**config.mk**
```make
export PLATFORM = sky130hd
export DESIGN_NAME = raster_stream_tx
export DESIGN_NICKNAME = d
export VERILOG_FILES = /design/src/rtl/raster_stream_tx.sv
export SDC_FILE = /design/constraint.sdc
export NUM_CORES = 1
export LEC_CHECK = 0
export CORE_ASPECT_RATIO = 0.5
export CORE_MARGIN = 3
export CORE_UTILIZATION = 45
export CTS_CLUSTER_DIAMETER = 80
export DETAILED_ROUTE_END_ITERATION = 8
export HOLD_SLACK_MARGIN = 0.08
export PLACE_DENSITY = 0.77
export SLEW_MARGIN = 20
export SYNTH_ARGS = -nofsm -noshare
export SYNTH_HDL_FRONTEND = slang
export SYNTH_SLANG_ARGS = --single-unit
```
**constraint.sdc**
```tcl
create_clock -name clk -period 3.9 [get_ports clk]
set_input_delay 0.585 -clock clk [delete_from_list [all_inputs] [get_ports clk]]
set_output_delay 0.585 -clock clk [all_outputs]
set_load 0.02 [all_outputs]
```
**src/rtl/raster_stream_tx.sv**
```systemverilog
// Raster-order frame reader: memory reads to a valid/ready pixel stream with sof/eol/eof.
// Optional ROW_STRIDE_EN adds a row_stride port for non-contiguous line starts.
module raster_stream_tx #(
  parameter int DATA_W     = 8,
  parameter int DIM_W      = 16,
  parameter int ADDR_W     = 16,
  parameter int FIFO_DEPTH = 2
) (
  input  logic              clk,
  input  logic              rst,
  input  logic              start,
  input  logic [DIM_W-1:0]  width,
  input  logic [DIM_W-1:0]  height,
  input  logic [ADDR_W-1:0] base_addr,
`ifdef ROW_STRIDE_EN
  input  logic [DIM_W-1:0]  row_stride,
`endif
  output logic              busy,
  output logic              done,
  output logic              mem_rd_en,
  output logic [ADDR_W-1:0] mem_addr,
  input  logic [DATA_W-1:0] mem_rd_data,
  output logic              m_valid,
  input  logic              m_ready,
  output logic [DATA_W-1:0] m_data,
  output logic              m_sof,
  output logic              m_eol,
  output logic              m_eof
);

  localparam int EW = DATA_W + 3;

  typedef enum logic [1:0] {IDLE, RUN, DRAIN} state_t;

  state_t            state_q, state_d;
  logic [DIM_W-1:0]  w_q, w_d;
  logic [DIM_W-1:0]  h_q, h_d;
  logic [DIM_W-1:0]  col_q, col_d;
  logic [DIM_W-1:0]  row_q, row_d;
  logic [ADDR_W-1:0] addr_q, addr_d;
`ifdef ROW_STRIDE_EN
  logic [DIM_W-1:0]  stride_q, stride_d;
`endif
  logic              inflt_q, inflt_d;
  logic [2:0]        iflg_q, iflg_d;
  logic [EW-1:0]     fifo_q [2];
  logic [EW-1:0]     fifo_d [2];
  logic              wp_q, wp_d;
  logic              rp_q, rp_d;
  logic [1:0]        cnt_q, cnt_d;
  logic              done_q, done_d;

  logic              pop;
  logic              at_eol;
  logic              at_last;
  logic [2:0]        flg;
  logic [EW-1:0]     head;

  always_comb begin
    head    = fifo_q[rp_q];
    pop     = (cnt_q != 2'd0) && m_ready;
    at_eol  = col_q == w_q - DIM_W'(1);
    at_last = at_eol && (row_q == h_q - DIM_W'(1));
    flg     = {(row_q == '0) && (col_q == '0), at_eol, at_last};
    // A beat leaving this cycle frees a slot for a read issued now.
    mem_rd_en = (state_q == RUN) &&
                ((({1'b0, cnt_q} + {2'b0, inflt_q}) < 3'(FIFO_DEPTH)) || pop);
`ifdef ROW_STRIDE_EN
    mem_addr = addr_q + ADDR_W'(col_q);
`else
    mem_addr = addr_q;
`endif

    state_d = state_q;
    w_d     = w_q;
    h_d     = h_q;
    col_d   = col_q;
    row_d   = row_q;
    addr_d  = addr_q;
`ifdef ROW_STRIDE_EN
    stride_d = stride_q;
`endif
    done_d  = 1'b0;

    unique case (state_q)
      IDLE: begin
        if (start) begin
          w_d    = width;
          h_d    = height;
          addr_d = base_addr;
          col_d  = '0;
          row_d  = '0;
`ifdef ROW_STRIDE_EN
          stride_d = row_stride;
`endif
          if ((width == '0) || (height == '0)) done_d = 1'b1;
          else state_d = RUN;
        end
      end
      RUN: begin
        if (mem_rd_en) begin
          if (at_eol) begin
            col_d = '0;
            row_d = row_q + DIM_W'(1);
`ifdef ROW_STRIDE_EN
            addr_d = addr_q + ADDR_W'(stride_q);
`endif
          end else begin
            col_d = col_q + DIM_W'(1);
          end
`ifndef ROW_STRIDE_EN
          addr_d = addr_q + ADDR_W'(1);
`endif
          if (at_last) state_d = DRAIN;
        end
      end
      DRAIN: begin
        if (pop && head[DATA_W]) begin
          done_d  = 1'b1;
          state_d = IDLE;
        end
      end
      default: state_d = IDLE;
    endcase

    inflt_d = mem_rd_en;
    iflg_d  = mem_rd_en ? flg : iflg_q;

    fifo_d = fifo_q;
    wp_d   = wp_q;
    rp_d   = rp_q;
    if (inflt_q) begin
      fifo_d[wp_q] = {iflg_q, mem_rd_data};
      wp_d         = ~wp_q;
    end
    if (pop) rp_d = ~rp_q;
    cnt_d = cnt_q + {1'b0, inflt_q} - {1'b0, pop};
  end

  always_ff @(posedge clk or posedge rst) begin
    if (rst) begin
      state_q   <= IDLE;
      w_q       <= '0;
      h_q       <= '0;
      col_q     <= '0;
      row_q     <= '0;
      addr_q    <= '0;
`ifdef ROW_STRIDE_EN
      stride_q  <= '0;
`endif
      inflt_q   <= 1'b0;
      iflg_q    <= '0;
      fifo_q[0] <= '0;
      fifo_q[1] <= '0;
      wp_q      <= 1'b0;
      rp_q      <= 1'b0;
      cnt_q     <= '0;
      done_q    <= 1'b0;
    end else begin
      state_q   <= state_d;
      w_q       <= w_d;
      h_q       <= h_d;
      col_q     <= col_d;
      row_q     <= row_d;
      addr_q    <= addr_d;
`ifdef ROW_STRIDE_EN
      stride_q  <= stride_d;
`endif
      inflt_q   <= inflt_d;
      iflg_q    <= iflg_d;
      fifo_q[0] <= fifo_d[0];
      fifo_q[1] <= fifo_d[1];
      wp_q      <= wp_d;
      rp_q      <= rp_d;
      cnt_q     <= cnt_d;
      done_q    <= done_d;
    end
  end

  assign busy    = state_q != IDLE;
  assign done    = done_q;
  assign m_valid = cnt_q != 2'd0;
  assign {m_sof, m_eol, m_eof, m_data} = head;

endmodule

```
# Yosys cells after proc, flatten, opt, wreduce, memory -nomap -nowiden
# Index checks and enable logic that the tools add are counted.
op_classes:
  order_cmp: 4
  bitwise_logic: 4
  shift: 0
  n_div: 0
  n_reduce_logical: 20
  mux: 26
  multipliers: 0
  n_addsub: 8
  eq_ne: 10
ops:
  columns: ["cell", "n"]
  rows:
  - ["16-bit two-way mux", 7]
  - ["16-bit one-hot mux with 2 select lines", 3]
  - ["16-bit zero test", 4]
  - ["16-bit by 1-bit adder with 16-bit output, second input constant", 3]
  - ["11-bit two-way mux", 4]
  - ["16-bit == test", 2]
  - ["16-bit by 1-bit subtractor with 16-bit output, second input constant", 2]
  - ["22-bit bitwise mux", 1]
  - ["2-bit != test, second input constant", 6]
  - ["11-bit demux with 1-bit select", 1]
  - ["2-bit two-way mux", 5]
  - ["1-bit logical AND", 6]
  - ["2-bit one-hot mux with 3 select lines", 1]
  - ["2-bit nonzero test", 3]
  - ["5-bit AND reduction", 1]
  - ["2-bit greater-or-equal comparator, second input constant", 2]
  - ["1-bit inverter with 2-bit output", 2]
  - ["4-bit AND reduction", 1]
  - ["2-bit by 1-bit adder with 3-bit output", 1]
  - ["3-bit by 2-bit < comparator with 1-bit output, second input constant", 1]
  - ["1-bit two-way mux", 3]
  - ["3-bit AND reduction", 1]
  - ["2-bit by 1-bit adder with 2-bit output", 1]
  - ["2-bit by 1-bit == test with 1-bit output, second input constant", 1]
  - ["8 further kinds", 10]
word_totals:
  ram_bits: 0
  rom_bits: 0
  word_cells: 86
  ff_bits: 113
  latch_bits: 0
  mem_count: 0

# Logic depth before layout (Yosys ltp)
# Gate-level depths: netlist of run 1.
logic_depth:
  depth_word: 7
  mapped_depth: 13
  mapped_depth_nobuf: 10

# Least setup slack after synthesis of run 1
# OpenSTA, ideal clock, no wires.
synth_timing:
  path_type: "reg-to-reg"
  from: "register w_q[0]"
  to: "register row_q[5]"
  path_buffers: 3
  synth_period_minus_slack_ps: 2817
  arrival_ps: 2680
  path_stages_with_launch: 14
  t_required_ps: 3762
  slack_ps: 1083
  path_cell_list: "dfrtp_1 -> inv_1 -> ha_1 -> buf_2 -> xnor2_1 -> a21o_1 -> a2111o_1 -> nor4_1 -> nand3_1 -> or2_1 -> buf_6 -> buf_6 -> o311ai_2 -> o41ai_2"
synth_between:
  elab_chain_cells: 4
synth_rtl:
  columns: ["element", "line_no", "source"]
  rows:
  - ["from (decl)", "36", "logic [DIM_W-1:0] w_q, w_d;"]
  - ["from (signal assigned)", "161", "w_q <= w_d;"]
  - ["16-bit by 1-bit subtractor with 16-bit output", "62", "at_eol = col_q == w_q - DIM_W'(1);"]
  - ["16-bit == test", "62", null]
  - ["2-bit != test (no line)", null, null]
  - ["4-bit AND reduction (no line)", null, null]
  - ["to (signal assigned)", "164", "row_q <= row_d;"]
  - ["to (decl)", "39", "logic [DIM_W-1:0] row_q, row_d;"]
# Every way passes these cells.
# A chain may end at the register's enable or synchronous reset.

# Final worst setup path of run 1
layout_timing:
  from: "register w_q[0]"
  to: "register row_q[7]"
# Same word-level chain as after synthesis.

==> reports/qor.tcl, run 1 <==
set qor(drc_errors) 0
set qor(postCtsSetupBuffers) 0
set qor(post_synth_inst_count) 768
set qor(design.core.area_sq_um) 14600
set qor(cap_violations) 0
set qor(required_ps) 4170
set qor(synth.yosys.warnings) 0
set qor(pwr-share-clk_pct) 36.2
set qor(share_seq_of_total_power_pct) 36.0
set qor(hold_start) {wp_q}
set qor(drt-total-wl_mm) 17.5
set qor(min_delay_path_depth) 1
set qor(cts-resized-gates) 0
set qor(power.ir.vdd_worst_uv) 330
set qor(sw_share_pct) 32.3
set qor(drt.antenna.violating_nets) 0
set qor(total_leakage_power_uw) 0.00370
set qor(die_width_um) 180
set qor(drt-pass1-iter-count) 5
set qor(drv_slew) 0
set qor(r2r_slack_ps) 550
set qor(synth_top_area_share_pct) 41.7
set qor(post_synth_instance_area_sq_um) 6780
set qor(endpoints_failing_setup) 0
set qor(tritoncts.num_buffers) 17
set qor(layout.filler_cells) 1275
set qor(average_routed_wire_per_standard_cell_um) 16.7
set qor(synth-edff-count) 0
set qor(synthTopCellsByArea) {dfrtp_1, nand2_1, mux2_2}
set qor(final.period_utilization_pct) 85.8
set qor(report.final.hold_viol_count) 0
set qor(insertedDiodeCount) 0
set qor(place.detailed.hpwl_mm) 12.5
set qor(ys_seq_elements) 113
set qor(slowest_delay_ps) 500
set qor(grt_first_pass_wirelength_mm) 29.4
set qor(drt_iter0_drc) 505
set qor(grt_antenna_before_repair) 0
set qor(cpMaxStageDelayCell) {or2_1}
set qor(htree_levels) 4
set qor(clock.fmax_ghz) 0.299
set qor(result_of_the_run) {complete, no violations}
set qor(cts_buffer_depth) 2
set qor(net-switching-power_uw) 1370
set qor(crit_fanout) 15
set qor(synthesis.nets) 837
set qor(gp_congestion) 0.853
set qor(avgSynthCellArea_sq_um) 8.83
set qor(largest_net_degree_at_the_start_of_global_routing) 74
set qor(worstMarginPinSlew_ps) 1010
set qor(finalCriticalPeriod_ps) 3350
set qor(min_delay_worst_endpoint) {wp_q}
set qor(io_buffer_count) 90
set qor(area_growth_pct) 23.7
set qor(timing.critical_path.cells) {inv_1 > ha_1 > nor4b_4 > nand4_1 > xnor2_1 > nor4_1 > nand3_1 > or2_1 > o311ai_1 > o41ai_2}
set qor(critical_path_class) {reg2reg}
set qor(core.rowCount) 31
set qor(tns_ps) 0
set qor(cellInternalPower_uw) 2880
set qor(comb_power_share_pct) 27.8
set qor(overflow) 0
set qor(track_usage_pct) 21.5
set qor(worstPathArrival_ps) 3610
set qor(timing.critical_path.max_delay_family) {simple AND/OR/NAND/NOR gates}
set qor(min_path_type) {reg2reg}
set qor(rsz0062_at_grt) {no}
set qor(avgViaCountPerCell) 5.73
set qor(cp_num_cells) 10
set qor(fraction_of_registers_with_async_set_or_reset_after_synthesis_pct) 100
set qor(yosysTopAreaCell) {dfrtp_1}
set qor(nNetsFinal) 907
set qor(route.vias.total) 6016
set qor(synth.distinct_cells) 66
set qor(floorplan.die.height_um) 92.8
set qor(clkSinkCount) 113
set qor(fp.dieArea_sq_um) 16700
set qor(first_global_vias) 5901
set qor(tritoncts) {yes}
set qor(boundaryPins) 91
set qor(finClkSkew_ps) 9.84
set qor(cp_num_buf_inv) 1
set qor(whs_ps) 492
set qor(slew-limit-headroom_pct) 32.7
set qor(layout-drive-gt1-share_pct) 10.8
set qor(cts_hold_buf) 0
set qor(source_of_the_worst_register_to_register_timing_path) {w_q[0]}
set qor(reg2regPathDepth) 10
set qor(synth-seq-area-share_pct) 41.7
set qor(start_kind) {flip-flop}
set qor(clock_latency_ps) 410
set qor(synth_ff_type) {dfrtp_1}
set qor(cts_root_buffer) {clkbuf_16}
set qor(cp-end-kind) {flip-flop}
set qor(power.density_cell_area_nw_per_um2) 506
set qor(cts.clk_slew.worst_paths_ps) 60
set qor(r2r_end) {row_q[7]}
set qor(initial_utilization_pct) 46.5
-- final cells by class --
| class | instances | area, sq um | share of cell area [%] |
|---|---|---|---|
| well taps | 198 | 248 | 2.95 |
| inverters | 19 | 73.8 | 0.880 |
| repair buffers | 100 | 976 | 11.6 |
| clock buffers | 17 | 425 | 5.07 |
| multi-input cells | 587 | 3670 | 43.8 |
| flip-flops and latches | 113 | 2830 | 33.7 |
| clock inverters | 15 | 163 | 1.94 |
-- flip-flops by register name, summed over array words and instances, names as in the netlist --
signal	count
fifo_q	22
done	1
wp_q	1
cnt_q	2
mem_addr	16
w_q	16
row_q	16
state_q	2
iflg_q	3
rp_q	1
col_q	16
h_q	16
inflt_q	1
-- power groups by stage --
stage	sequential, uW	clock, uW	combinational, uW
floorplan	1510	0	763
global placement	1530	0	1160
detailed placement	1550	0	1190
CTS	1530	1560	1190
global route	1560	1620	1300
finish	1530	1540	1180
-- cell families (layout without fill, tap and decap cells) --
logic type | count (synthesis) | after routing | synth area share [%]
and+or+nand+nor | 341 | 341 | 25.0
AOI/OAI and AO/OA | 149 | 149 | 14.8
DFF | 113 | 113 | 41.7
buffers and inverters | 68 | 151 | 4.19
xor gates and xnor gates | 52 | 52 | 6.72
muxes | 36 | 36 | 5.92
adders and majority gates | 9 | 9 | 1.66
-- routing by layer --
metal	wire (um)	global-route usage, %	vias to the layer above
li1	-	-	2890
met5	0	0	-
met3	1220	4.12	21
met2	7720	33.8	237
met4	167	5.21	0
met1	8380	30.8	2868
-- through the flow --
step | instances | area, sq um | setup slack (ps) | utilization, % | total power, uW
finish | 1049 | 8390 | 554 | 57.5 | 4250
detailed placement | 1017 | 7800 | 654 | 53.5 | 2740
global route | 1049 | 8390 | 318 | 57.5 | 4480
CTS | 1049 | 8390 | 617 | 57.5 | 4290
floorplan | 768 | 6780 | 328 | - | 2270
global placement | 1017 | 7800 | 806 | 53.5 | 2700
-- synth_stat cells, types with 4 or more instances --
cell type	count
o22ai_1	9
buf_1	4
buf_2	5
and4_1	7
and2_1	8
xor2_1	17
nand4_1	24
mux2_2	33
nor3_1	11
nand2b_1	9
nand3_1	22
o31ai_1	5
a21oi_1	38
nor2b_1	4
inv_1	18
nor4b_1	5
ha_1	9
nor3b_1	5
o41ai_2	4
a211o_1	4
nor2_1	48
and3_1	10
o21ai_1	4
a21o_1	4
or4_1	5
clkbuf_1	37
dfrtp_1	113
nand2_1	150
a31oi_1	8
nor4_1	19
o21ai_0	36
o21a_1	6
o311ai_1	6
xnor2_1	35
-- worst max-delay path by stage --
stage                to  slack (ps)  startpoint
2_1_floorplan  cnt_q[0]         330         rst
3_3_place_gp   row_q[7]         810      w_q[0]
3_5_place_dp   row_q[7]         650      w_q[0]
4_1_cts        row_q[7]         620      w_q[0]
5_1_grt        row_q[7]         320      w_q[0]
6_report       row_q[7]         550      w_q[0]
-- placed cells by master (no fill, tap or decap), drive strengths merged, types with 8 or more instances in the layout --
cell type / instances
and3: 10
dfrtp: 113
o22ai: 9
nor4: 21
clkdlybuf4s50: 90
nor3: 12
mux2: 33
clkbuf: 17
nand2b: 9
inv: 20
nor2: 48
xor2: 17
buf: 10
nand4: 24
and2: 8
clkinv: 9
o21ai: 40
xnor2: 35
a21oi: 38
a31oi: 8
nand2: 150
nand3: 22
ha: 9
Note: power is estimated with default switching activity, not from simulation.
==> inputs of run 2 (changes only) <==
- CELL_PAD_IN_SITES_DETAIL_PLACEMENT: not set -> 0
- CELL_PAD_IN_SITES_GLOBAL_PLACEMENT: not set -> 2
- CORE_UTILIZATION: 45 -> 34
- PLACE_DENSITY: 0.77 -> not set
- PLACE_DENSITY_LB_ADDON: not set -> 0.1
==> run 2 against run 1 <==
Register-to-register slack is essentially flat. Clock skew shrank 2.5 ps. Critical path depth did not move. Total power down 0.63%. Via count is 2.5% lower. Clock-buffer cell count rose by 1. Final cell count grew 5.6%. Flip-flop and latch count did not move.
==> reports/qor.tcl, run 2 (synthesized netlist as in run 1, its figures left out) <==
set qor(postPlaceCellArea_sq_um) 7900 ;# +1.2%
set qor(first_global_vias) 5721 ;# -3.1%
set qor(drt_iter0_drc) 418 ;# -17%
set qor(total_leakage_power_uw) 0.00369 ;# -0.27%
set qor(min_path_type) {reg2reg}
set qor(area_growth_pct) 24.6
set qor(cts_root_buffer) {clkbuf_16}
set qor(power.ir.vdd_worst_uv) 267 ;# -19%
set qor(clock_latency_ps) 410 ;# about the same
set qor(avgViaCountPerCell) 5.30 ;# -7.7%
set qor(whs_ps) 496 ;# +4.56 ps
set qor(core.rowCount) 35 ;# +13%
set qor(worstMarginPinSlew_ps) 784 ;# -224 ps
set qor(result_of_the_run) {complete, no violations}
set qor(cts_buffer_depth) 2 ;# unchanged
set qor(gp_congestion) 0.831 ;# -2.7%
set qor(layout.cells.most_common_list) {nand2_1, dfrtp_1, clkdlybuf4s50_1}
set qor(crit_fanout) 15 ;# unchanged
set qor(registers.top_by_ff_count) {fifo_q}
set qor(drt.antenna.violating_nets) 0 ;# unchanged
set qor(setup_ws_ps) 568 ;# +13.4 ps
set qor(cts_hold_buf) 0 ;# unchanged
set qor(endpoints_failing_setup) 0 ;# unchanged
set qor(drv_slew) 0 ;# unchanged
set qor(average_routed_wire_per_standard_cell_um) 17.8 ;# +7.0%
set qor(cts.clk_slew.worst_paths_ps) 60 ;# about the same
set qor(place.detailed.hpwl_mm) 14.3 ;# +14%
set qor(design.core.area_sq_um) 19000 ;# +30%
set qor(drt-pass1-iter-count) 4 ;# -1
set qor(crit_start) {w_q[0]}
set qor(layout.filler_cells) 1909 ;# +50%
set qor(critical_path_class) {reg2reg}
set qor(floorplan.die.height_um) 106 ;# +14%
set qor(required_ps) 4170 ;# about the same
set qor(htree_levels) 4 ;# unchanged
set qor(insertedDiodeCount) 0 ;# unchanged
set qor(r2r_end) {row_q[6]}
set qor(final.period_utilization_pct) 85.4 ;# -0.34 points
set qor(start_kind) {flip-flop}
set qor(io_buffer_count) 90 ;# unchanged
set qor(clock.fmax_ghz) 0.300 ;# +0.40%
set qor(timing.critical_path.cells) {inv_1 > ha_1 > nor4b_4 > xnor2_1 > o311a_1 > o31ai_4 > o31ai_1 > or2_1 > o311ai_1 > o41ai_2}
set qor(rsz0062_at_grt) {no}
set qor(grt_antenna_before_repair) 0 ;# unchanged
set qor(clkSinkCount) 113 ;# unchanged
set qor(cpMaxStageDelayCell) {or2_1}
set qor(final_design_instance_area_without_fill_sq_um) 8450 ;# +0.70%
set qor(boundaryPins) 91 ;# unchanged
set qor(report.final.hold_viol_count) 0 ;# unchanged
set qor(drt-total-wl_mm) 19.8 ;# +13%
set qor(overflow) 0 ;# unchanged
set qor(tritoncts) {yes}
set qor(nNetsFinal) 908 ;# +0.11%
set qor(slowest_delay_ps) 490 ;# about the same
set qor(largest_net_degree_at_the_start_of_global_routing) 61 ;# -18%
set qor(largest_register_ff_count) 22 ;# unchanged
set qor(route.vias.total) 5867 ;# -2.5%
set qor(cp-end-kind) {flip-flop}
set qor(tritoncts.num_buffers) 17 ;# unchanged
set qor(die_width_um) 206 ;# +15%
set qor(timing.critical_path.to) {row_q[6]}
set qor(slew-limit-headroom_pct) 47.3 ;# +15 points
set qor(source_of_the_worst_register_to_register_timing_path) {w_q[0]}
set qor(cap_violations) 0 ;# unchanged
set qor(power_uw) 4220 ;# -0.63%
set qor(drc_errors) 0 ;# unchanged
set qor(power.density_cell_area_nw_per_um2) 500 ;# -1.3%
set qor(postCtsSetupBuffers) 0 ;# unchanged
set qor(reg2regPathDepth) 10 ;# unchanged
set qor(worstPathArrival_ps) 3610 ;# about the same
set qor(initial_utilization_pct) 35.8 ;# -11 points
set qor(final_common_cell) {nand2_1}
set qor(fp.dieArea_sq_um) 21800 ;# +31%
set qor(cts-resized-gates) 0 ;# unchanged
set qor(layout-drive-gt1-share_pct) 10.6 ;# -0.21 points
set qor(finClkSkew_ps) 7.36 ;# -2.48 ps
set qor(finalCriticalPeriod_ps) 3330 ;# -13.4 ps
set qor(grt_first_pass_wirelength_mm) 31.9 ;# +8.5%
set qor(r2r_slack_ps) 570 ;# about the same
set qor(tns_ps) 0 ;# unchanged
set qor(dpl_worst_slack_ps) 570 ;# -84.5 ps
set qor(track_usage_pct) 18.9 ;# -2.6 points
[run 2: worst min-delay path by stage]
| stage | depth (start not counted) | to | start | slack [ps] |
|---|---|---|---|---|
| CTS | 1 | wp_q | wp_q | 490 |
| floorplan | 2 | iflg_q[0] | iflg_q[0] | 450 |
| global route | 1 | fifo_q[2] | fifo_q[2] | 510 |
| global placement | 1 | wp_q | wp_q | 480 |
| detailed placement | 1 | cnt_q[1] | cnt_q[1] | 480 |
| finish | 1 | fifo_q[9] | fifo_q[9] | 500 |
[run 2: power breakdown]
group / total (uW) / switching (uW) / internal, uW
registers: 1530 / 181 / 1350
logic: 1210 / 624 / 590
clock network: 1480 / 555 / 922
total: 4220 / 1360 / 2860
[run 2: routing by layer]
metal | GRT usage, % | share of wire (%)
met3 | 4.29 | 5.0
met4 | 4.87 | 1.1
met2 | 24.8 | 39
met1 | 30.3 | 55
met5 | 0 | 0
[run 2: stage by stage]
stage	utilization, %	std cells
2_1_floorplan	-	768
3_3_place_gp	41.6	1079
3_5_place_dp	41.6	1079
4_1_cts	44.5	1108
5_1_grt	44.5	1108
6_report	44.5	1108
[run 2: final cells by class]
type	instances	area, sq um	share of cell area [%]
multi-input combinational	587	3680	43.5
sequential	113	2830	33.5
timing repair buffer	101	996	11.8
clock buffer	18	429	5.08
tap	259	324	3.84
clock inverter	11	119	1.41
inverter	19	73.8	0.874
[run 2: worst max-delay path, delay by kind of cell, from the launching register on]
kind | cells | cell delay (ps)
AO/OA/AOI/OAI | 5 | 1270
AND/OR/NAND/NOR | 2 | 960
flip-flops | 1 | 410
adder cells (fa/ha/maj) | 1 | 310
XOR/XNOR | 1 | 130
buffers and inverters | 1 | 90
==> inputs of run 3 (changes only) <==
- ABC_AREA: not set -> 1
- CAP_MARGIN: not set -> 40
- CORE_UTILIZATION: 34 -> 32
==> run 3 against run 2 <==
Cell area is 6.0% higher. Global-route usage fell by 1.5 points. Flip-flop and latch count did not move. Clock skew is 3.9 ps higher. Fmax is 4.6% higher. Critical path depth fell by 4. Clock power increased by 5%. Combinational power rose by 45%. Worst setup slack better by 150 ps. Non-clock buffer count is 5 lower. Highest routed layer unchanged.
==> reports/qor.tcl, run 3 <==
set qor(cp-end-kind) {primary output}
set qor(cts_hold_buf) 0 ;# unchanged
set qor(place.detailed.instances) 1337 ;# +24%
set qor(synthesis.nets) 1048 ;# +25%
set qor(yosysMostFrequentCell) {nand2_1}
set qor(clkSinkCount) 113 ;# unchanged
set qor(finClkSkew_ps) 11.2 ;# +3.88 ps
set qor(core.rowCount) 38 ;# +8.6%
set qor(layout-drive-gt1-share_pct) 8.41 ;# -2.2 points
set qor(overflow) 0 ;# unchanged
set qor(clock_latency_ps) 420 ;# about the same
set qor(registers.top_by_ff_count) {fifo_q}
set qor(tns_ps) 0 ;# unchanged
set qor(post_synth_inst_count) 979 ;# +27%
set qor(place.detailed.hpwl_mm) 15.4 ;# +7.5%
set qor(nNetsFinal) 1126 ;# +24%
set qor(finalCriticalPeriod_ps) 3190 ;# -146 ps
set qor(worstMarginPinSlew_ps) 761 ;# -23.2 ps
set qor(cts.clk_slew.worst_paths_ps) 60 ;# about the same
set qor(drt_iter0_drc) 299 ;# -28%
set qor(min_path_type) {in2async}
set qor(tritoncts.num_buffers) 17 ;# unchanged
set qor(slowest_delay_ps) 670 ;# +180 ps
set qor(htree_levels) 4 ;# unchanged
set qor(clock.fmax_ghz) 0.314 ;# +4.6%
set qor(synth-edff-count) 0 ;# unchanged
set qor(result_of_the_run) {complete, no violations}
set qor(gp_congestion) 0.802 ;# -3.5%
set qor(power.ir.vdd_worst_uv) 291 ;# +8.9%
set qor(cell_occurring_most_often_along_the_worst_timing_path) {inv_2}
set qor(drc_errors) 0 ;# unchanged
set qor(avgSynthCellArea_sq_um) 7.34 ;# -17%
set qor(cap_violations) 0 ;# unchanged
set qor(initial_utilization_pct) 32.8 ;# -2.9 points
set qor(final_common_cell) {nand2_1}
set qor(synth_top_area_share_pct) 39.4 ;# -2.3 points
set qor(drv_slew) 0 ;# unchanged
set qor(drt.antenna.violating_nets) 0 ;# unchanged
set qor(drt-total-wl_mm) 20.5 ;# +3.6%
set qor(start_kind) {flip-flop}
set qor(yosysTopAreaCell) {dfrtp_1}
set qor(rsz0062_at_grt) {no}
set qor(largest_net_degree_at_the_start_of_global_routing) 59 ;# -3.3%
set qor(io_buffer_count) 90 ;# unchanged
set qor(timing.critical_path.cells) {inv_2 > nor2_2 > buf_4 > inv_2 > nor2_4 > clkdlybuf4s50_1}
set qor(grt_antenna_before_repair) 0 ;# unchanged
set qor(tritoncts) {yes}
set qor(synth_ff_type) {dfrtp_1}
set qor(die_width_um) 218 ;# +5.9%
set qor(fraction_of_registers_with_async_set_or_reset_after_synthesis_pct) 100 ;# unchanged
set qor(cts-resized-gates) 0 ;# unchanged
set qor(avgViaCountPerCell) 4.74 ;# -11%
set qor(power.density_cell_area_nw_per_um2) 560 ;# +12%
set qor(post_synth_instance_area_sq_um) 7180 ;# +5.9%
set qor(worstPathArrival_ps) 2600 ;# -1010 ps
set qor(slew-limit-headroom_pct) 48.8 ;# +1.5 points
set qor(layout.cells.most_common_list) {nand2_1, dfrtp_1, nor2_1}
set qor(synth.yosys.warnings) 0 ;# unchanged
set qor(endpoints_failing_setup) 0 ;# unchanged
set qor(largest_register_ff_count) 22 ;# unchanged
set qor(track_usage_pct) 17.5 ;# -1.5 points
set qor(grt_first_pass_wirelength_mm) 33.7 ;# +5.4%
set qor(postCtsSetupBuffers) 0 ;# unchanged
set qor(layout.filler_cells) 2300 ;# +20%
set qor(synthTopCellsByArea) {dfrtp_1, nand2_1, nor2_1}
set qor(total_leakage_power_uw) 0.00427 ;# +16%
set qor(required_ps) 3310 ;# -860 ps
set qor(boundaryPins) 91 ;# unchanged
set qor(synth.top_cells.by_count) {nand2_1, dfrtp_1, nor2_1}
set qor(area_growth_pct) 24.6 ;# about the same
set qor(floorplan.die.height_um) 112 ;# +5.7%
set qor(cts_buffer_depth) 2 ;# unchanged
set qor(finish.cell_count_without_fillers) 1370 ;# +24%
set qor(synth-seq-area-share_pct) 39.4 ;# -2.3 points
set qor(ys_seq_elements) 113 ;# unchanged
set qor(power_uw) 5010 ;# +19%
set qor(whs_ps) 436 ;# -60.1 ps
set qor(multiInputGateArea_sq_um) 3790 ;# +3.2%
set qor(fp.dieArea_sq_um) 24400 ;# +12%
set qor(cts_root_buffer) {clkbuf_16}
set qor(critical_path_class) {reg2out}
set qor(design.core.area_sq_um) 21900 ;# +15%
set qor(layout.area.seq_sq_um) 2830 ;# unchanged
set qor(drt-pass1-iter-count) 4 ;# unchanged
set qor(route.vias.total) 6488 ;# +11%
set qor(cpMaxStageDelayCell) {clkdlybuf4s50_1}
set qor(final.period_utilization_pct) 81.7 ;# -3.8 points
set qor(first_global_vias) 6334 ;# +11%
set qor(synth.distinct_cells) 42 ;# -36%
set qor(crit_fanout) 30 ;# +15
set qor(average_routed_wire_per_standard_cell_um) 15.0 ;# -16%
set qor(insertedDiodeCount) 0 ;# unchanged
set qor(report.final.hold_viol_count) 0 ;# unchanged
-- run 3: changes by cell type in the layout (fill, tap and decap cells not counted), sizes merged, moves of 18 or more --
cell   delta
mux2     -18
xor2     +22
inv      +87
nand3    +52
nor2     +69
nand2   +115
-- run 3: logic make-up (layout without fill, tap and decap cells) --
kind of cell	count (synthesis)	after routing	synth area share (%)
fa+ha+maj	9	9	1.57
buf+inv	141	232	7.91
flops	113	113	39.4
mux	15	15	2.35
simple gates	530	530	32.9
xor+xnor	58	58	7.26
compound gates	113	113	8.62
-- run 3: critical path: cells and delay by family, from the launching register on --
family        cells  cell delay, ps
buf+inv           4            1350
flops             1             420
simple gates      2             420
-- run 3: final cells by class --
type                            count  area share, %
Clock buffer                       19           4.95
Multi-Input combinational cell    725           42.4
Inverter                          104           4.39
Timing Repair Buffer               96           10.9
Tap cell                          300           4.19
Sequential cell                   113           31.6
Clock inverter                     13           1.54
-- run 3: worst paths after layout --
path | start | to | slack, ps | cells past startpoint
worst max-delay path | state_q[0] | mem_rd_en | 710 | 6
worst min register to register | fifo_q[7] | fifo_q[7] | 480 | 2
worst max register to register | state_q[0] | mem_addr[1] | 1170 | 10
min in group clk | fifo_q[7] | fifo_q[7] | 480 | 2
max in group asynchronous | rst | fifo_q[4] | 2600 | 4
worst min-delay path | rst | w_q[3] | 440 | 2
-- run 3: metal layers --
| metal | global-route usage [%] | wire, um | up-vias |
|---|---|---|---|
| met5 | 0 | 0 | - |
| met4 | 4.60 | 93 | 0 |
| met3 | 3.46 | 418 | 8 |
| met2 | 27.0 | 9290 | 60 |
| met1 | 25.0 | 10700 | 3081 |
| li1 | - | - | 3339 |
-- run 3: per-stage QoR --
step	instance area [sq um]	setup WS, ps	util [%]
2_1_floorplan	7180	328	-
3_3_place_gp	8340	1100	38.1
3_5_place_dp	8340	1070	38.1
4_1_cts	8920	657	40.8
5_1_grt	8950	509	40.9
6_report	8950	714	40.9
-- run 3: report_power, final --
group          leakage [uW]  switching (uW)  internal (uW)
registers           0.00142             285           1430
logic               0.00257            1050            703
clock network      0.000279             590            956
total               0.00427            1920           3090
